===== src/rtl/xnor_compare_arbiter.sv =====
// Two-requester round-robin arbiter that XNORs the granted operand pair and counts matching bits.
// Build option: define XNOR_ARB_PARALLEL_EN for a single-cycle popcount instead of the 8-cycle serial count.
module xnor_compare_arbiter (
    input  logic       clk,
    input  logic       reset,
    input  logic       req0,
    input  logic [7:0] a0,
    input  logic [7:0] b0,
    input  logic       req1,
    input  logic [7:0] a1,
    input  logic [7:0] b1,
    output logic       gnt0,
    output logic       gnt1,
    output logic       busy,
    output logic       done,
    output logic       done_id,
    output logic [7:0] xnor_out,
    output logic [3:0] match_cnt,
    output logic       equal
);

    // state | meaning
    // IDLE  | waiting for a request; arbitration happens here
    // COUNT | counting ones of the latched xnor result
    // DONE  | result outputs valid, done pulse high
    typedef enum logic [1:0] {IDLE, COUNT, DONE} state_t;

    state_t     state, state_nxt;
    logic       prio;
    logic       job_id;
    logic       grant_vld;
    logic       grant_id;
    logic [7:0] ld_xnor;
    logic [3:0] cnt_nxt;
    logic       count_tc;

`ifdef XNOR_ARB_PARALLEL_EN
    always_comb begin
        cnt_nxt = 4'd0;
        for (int i = 0; i < 8; i++) begin
            cnt_nxt = cnt_nxt + {3'd0, xnor_out[i]};
        end
    end

    assign count_tc = 1'b1;
`else
    logic [7:0] shreg;
    logic [3:0] cnt;
    logic [2:0] tmr;

    assign cnt_nxt  = cnt + {3'd0, shreg[0]};
    assign count_tc = (tmr == 3'd0);
`endif

    // prio = 1 means requester 1 is preferred when both are asking
    assign grant_vld = (state == IDLE) && (req0 || req1);
    assign grant_id  = req1 && (!req0 || prio);
    assign ld_xnor   = grant_id ? ~(a1 ^ b1) : ~(a0 ^ b0);
    assign busy      = (state != IDLE);

    always_ff @(posedge clk) begin
        if (reset) begin
            state <= IDLE;
        end else begin
            state <= state_nxt;
        end
    end

    always_comb begin
        state_nxt = state;
        case (state)
            IDLE:    if (grant_vld) state_nxt = COUNT;
            COUNT:   if (count_tc)  state_nxt = DONE;
            DONE:    state_nxt = IDLE;
            default: state_nxt = IDLE;
        endcase
    end

    always_ff @(posedge clk) begin
        if (reset) begin
            gnt0      <= 1'b0;
            gnt1      <= 1'b0;
            done      <= 1'b0;
            done_id   <= 1'b0;
            xnor_out  <= 8'h00;
            match_cnt <= 4'd0;
            equal     <= 1'b0;
            prio      <= 1'b0;
            job_id    <= 1'b0;
`ifndef XNOR_ARB_PARALLEL_EN
            shreg     <= 8'h00;
            cnt       <= 4'd0;
            tmr       <= 3'd0;
`endif
        end else begin
            gnt0 <= 1'b0;
            gnt1 <= 1'b0;
            done <= 1'b0;

            if (grant_vld) begin
                gnt0     <= !grant_id;
                gnt1     <= grant_id;
                job_id   <= grant_id;
                prio     <= !grant_id;
                xnor_out <= ld_xnor;
`ifndef XNOR_ARB_PARALLEL_EN
                shreg    <= ld_xnor;
                cnt      <= 4'd0;
                tmr      <= 3'd7;
`endif
            end

            if (state == COUNT) begin
`ifndef XNOR_ARB_PARALLEL_EN
                cnt   <= cnt_nxt;
                shreg <= shreg >> 1;
                tmr   <= tmr - 3'd1;
`endif
                if (count_tc) begin
                    done      <= 1'b1;
                    match_cnt <= cnt_nxt;
                    equal     <= (cnt_nxt == 4'd8);
                    done_id   <= job_id;
                end
            end
        end
    end

endmodule


===== config.mk =====
export PLATFORM = sky130hd
export DESIGN_NAME = xnor_compare_arbiter
export DESIGN_NICKNAME = d
export VERILOG_FILES = /design/src/rtl/xnor_compare_arbiter.sv
export SDC_FILE = /design/constraint.sdc
export NUM_CORES = 1
export LEC_CHECK = 0
export CAP_MARGIN = 0
export CORE_MARGIN = 10
export CORE_UTILIZATION = 42
export DETAILED_ROUTE_END_ITERATION = 8
export GPL_ROUTABILITY_DRIVEN = 0
export PLACE_DENSITY = 0.79
export SYNTH_ARGS = -nofsm -noshare
export SYNTH_HDL_FRONTEND = slang
export SYNTH_SLANG_ARGS = --single-unit

===== constraint.sdc =====
create_clock -name clk -period 1.3 [get_ports clk]
set_input_delay 0.195 -clock clk [delete_from_list [all_inputs] [get_ports clk]]
set_output_delay 0.195 -clock clk [all_outputs]
set_load 0.01 [all_outputs]

==> results.yml <==
sta:
  relSlewSlack: 0.725
  min_period_ns: 1.42
  slew_viol_final: 0
  fin_skew_ns: 0.0140
  finalHoldViolations: 0
  finalWorstSetupSlack_ns: -0.119
  finalSetupTns_ns: -0.926
  fmax_mhz: 705
  finalCritPeriodShare: 1.09
  finalSetupViolations: 19
  rsz0062_at_grt: "yes"
  worst_pin_slew_ns: 0.410
grt:
  grt_util_met3: 0.0482
  grt_pass1_vias: 1925
  antenna_found_initial: 0
  track_usage: 0.148
  grt_overflow: 0
  top_usage_layer: "met2"
  grt_pass1_wl_mm: 9.03
  grt_max_degree: 13
  use_met1: 0.156
  use_met2: 0.263
yosys:
  synth-edff-count: 0
  yosysTopAreaCell: "dfxtp_1"
  synth_cell_types: 41
  netlist_area_um2: 1820
  synth-simple-area-share: 0.197
  async_reset_ff_frac: 0
  synthesis.nets: 236
  yosys.area_share.adder: 0.0275
  yosys_warnings: 0
  synth_top_family_by_area: "compound AO/OA/AOI/OAI gates"
  yosys-top-cells-area: "dfxtp_1 (40%), xnor2_1 (5.8%), o221ai_1 (4.8%)"
  syn_area_per_cell_um2: 9.28
  yosysSeqAreaShare: 0.396
  ys_ff_latch: 36
  synth_mux_area_frac: 0.0220
  synth_compound_area_frac: 0.201
  synth_ff_type: "dfxtp_1"
  synth_xor_area_frac: 0.0867
  synth_top_area_share: 0.396
  syn_inst: 196
finish:
  antennaDiodeCount: 0
  fillers: 283
  multi_input_area_um2: 1230
  nets: 325
  drive_gt1_frac: 0.339
  utilization: 0.741
  seq_area_um2: 733
  syn2layout_area_growth_pct: 66.4
  instances_no_fill: 336
die:
  core_area_um2: 4090
  row_count: 23
  die_y_um: 85.8
  pin_count: 54
  die-area_um2: 7360
  fp.dieW_um: 85.8
  start_util: 0.445
setup_path:
  start_kind: "flip-flop"
  critical_path_class: "flip-flop to flip-flop"
  required_ns: 1.48
  endpoint_kind: "flip-flop"
  cp.arrival_ns: 1.60
  cp_max_fo: 4
place:
  place_inst: 320
  io_buffers: 53
  dp_hpwl_mm: 3.85
  pre_cts_ws_ns: -0.309
clocking:
  clkSinkCount: 36
  h-tree-depth: 2
  cts_tree: "done"
  postCtsHoldBufs: 0
  cts-buffers-inserted: 5
  cts_buffer_depth: 2
  clk_pin_slew_ns: 0.09
  clkLatencyLatePin_ns: 0.30
  cts_root_buffer: "clkbuf_8"
drt:
  routed_wl_mm: 6.09
  drt_iter0_drc: 103
  ant_nets: 0
  drc: 0
  wl_per_cell_um: 18.1
  routed_via_density: 5.49
  dr_total_vias: 1846
  first_pass_iters: 4
pwr:
  leakage_nw: 1.23
  p_per_area_nw_per_um2: 1100
  vdd_ir_drop_max_mv: 0.716
  totalPowerFinal_mw: 3.34
outcome:
  status: "complete, but fails checks"
  violations: "setup timing"
run:
  max_cap_viol_count: 0
hold_path:
  hold_class: "flip-flop to flip-flop"
## metrics by stage
step | instance area (µm²) | hold WS [ns]
2_1_floorplan | 1820 | 0.396
4_1_cts | 2850 | 0.485
5_1_grt | 3030 | 0.518
6_report | 3030 | 0.492
3_3_place_gp | 2570 | 0.451
3_5_place_dp | 2570 | 0.471
## metal layers
layer | wire length [µm] | up-vias | part of all wire
met5 | 0 | - | 0
met4 | 125 | 0 | 0.021
met3 | 261 | 13 | 0.043
met2 | 3220 | 53 | 0.53
met1 | 2480 | 886 | 0.41
li1 | - | 894 | -
## timing repair
| item | CTS | global route |
|---|---|---|
| resized for setup | 54 | 33 |
| endpoints found under the setup margin | 44 | 28 |
| buffers inserted | 5 | 1 |
| gates cloned | 0 | 2 |
| pin swaps | 7 | 7 |
## cell type report
type | count | area share
Multi-Input combinational cell | 136 | 0.407
Timing Repair Buffer | 93 | 0.277
Sequential cell | 36 | 0.242
Clock buffer | 5 | 0.0227
Tap cell | 50 | 0.0207
Inverter | 13 | 0.0161
Clock inverter | 3 | 0.0141
## registers in the layout, indices dropped and copies added, names as in the netlist, 2 cells and up
register	count
cnt	4
tmr	3
match_cnt	4
shreg	8
state	2
xnor_out	8
## cells in the final DEF, fill, tap and decap left out, types with 3 or more instances in the layout
cell,Yosys,routed
inv_1,12,10
clkdlybuf4s50_1,0,33
nor2b_1,5,4
nor2_1,9,8
buf_6,4,9
o21ai_1,1,3
nand2_1,5,4
xnor2_1,12,11
dfxtp_2,0,4
o21ai_0,7,5
xor2_1,6,6
clkbuf_8,0,5
nand3_1,11,10
dlygate4sd2_1,0,19
o211ai_1,3,3
ha_4,0,3
a21oi_1,13,11
o32ai_2,0,3
dfxtp_1,36,30
a221oi_2,0,7
and2_1,8,8
inv_2,1,3
mux2i_1,4,3
o221ai_1,10,8
buf_4,1,30
## synth_stat cells (2+ instances only)
cell type	n
mux2i_1	4
xnor2_1	12
and2_1	8
nand3b_1	2
o21ai_0	7
a221oi_1	8
nand2_1	5
inv_1	12
buf_2	3
nor2_1	9
ha_1	4
nor2b_1	5
nand3_1	11
xor2_1	6
dfxtp_1	36
or3_1	3
buf_1	2
nand2b_1	3
buf_6	4
o221ai_1	10
o211ai_1	3
o32ai_1	4
a311oi_1	2
a21oi_1	13
nor3b_1	2
nor3_1	3
## final timing paths
kind                     start      endpoint  slack (ns)  cells past startpoint
setup / recovery        tmr[0]  match_cnt[1]       -0.12                      6
hold / removal    match_cnt[3]  match_cnt[3]        0.49                      2
setup reg to reg        tmr[0]  match_cnt[1]       -0.12                      6
hold reg to reg   match_cnt[3]  match_cnt[3]        0.49                      2
## power by group
part           internal (mW)  switching, mW
Clock                  0.568          0.436
Combinational          0.551          0.462
Sequential              1.22          0.110
## critical path: stages (launching register included)
cell      delay (ns)
dfxtp_2         0.33
inv_2           0.09
ha_4            0.14
nor4bb_4        0.24
buf_4           0.20
mux2i_1         0.22
nor2_1          0.08
## kinds of logic after synthesis
| family | count (synthesis) |
|---|---|
| AO/OA/AOI/OAI | 51 |
| flip-flops | 36 |
| XOR/XNOR | 18 |
| adder cells (fa/ha/maj) | 4 |
| buffers and inverters | 24 |
| multiplexers | 4 |
| AND/OR/NAND/NOR | 59 |
Power figures use the tool's default switching activity.
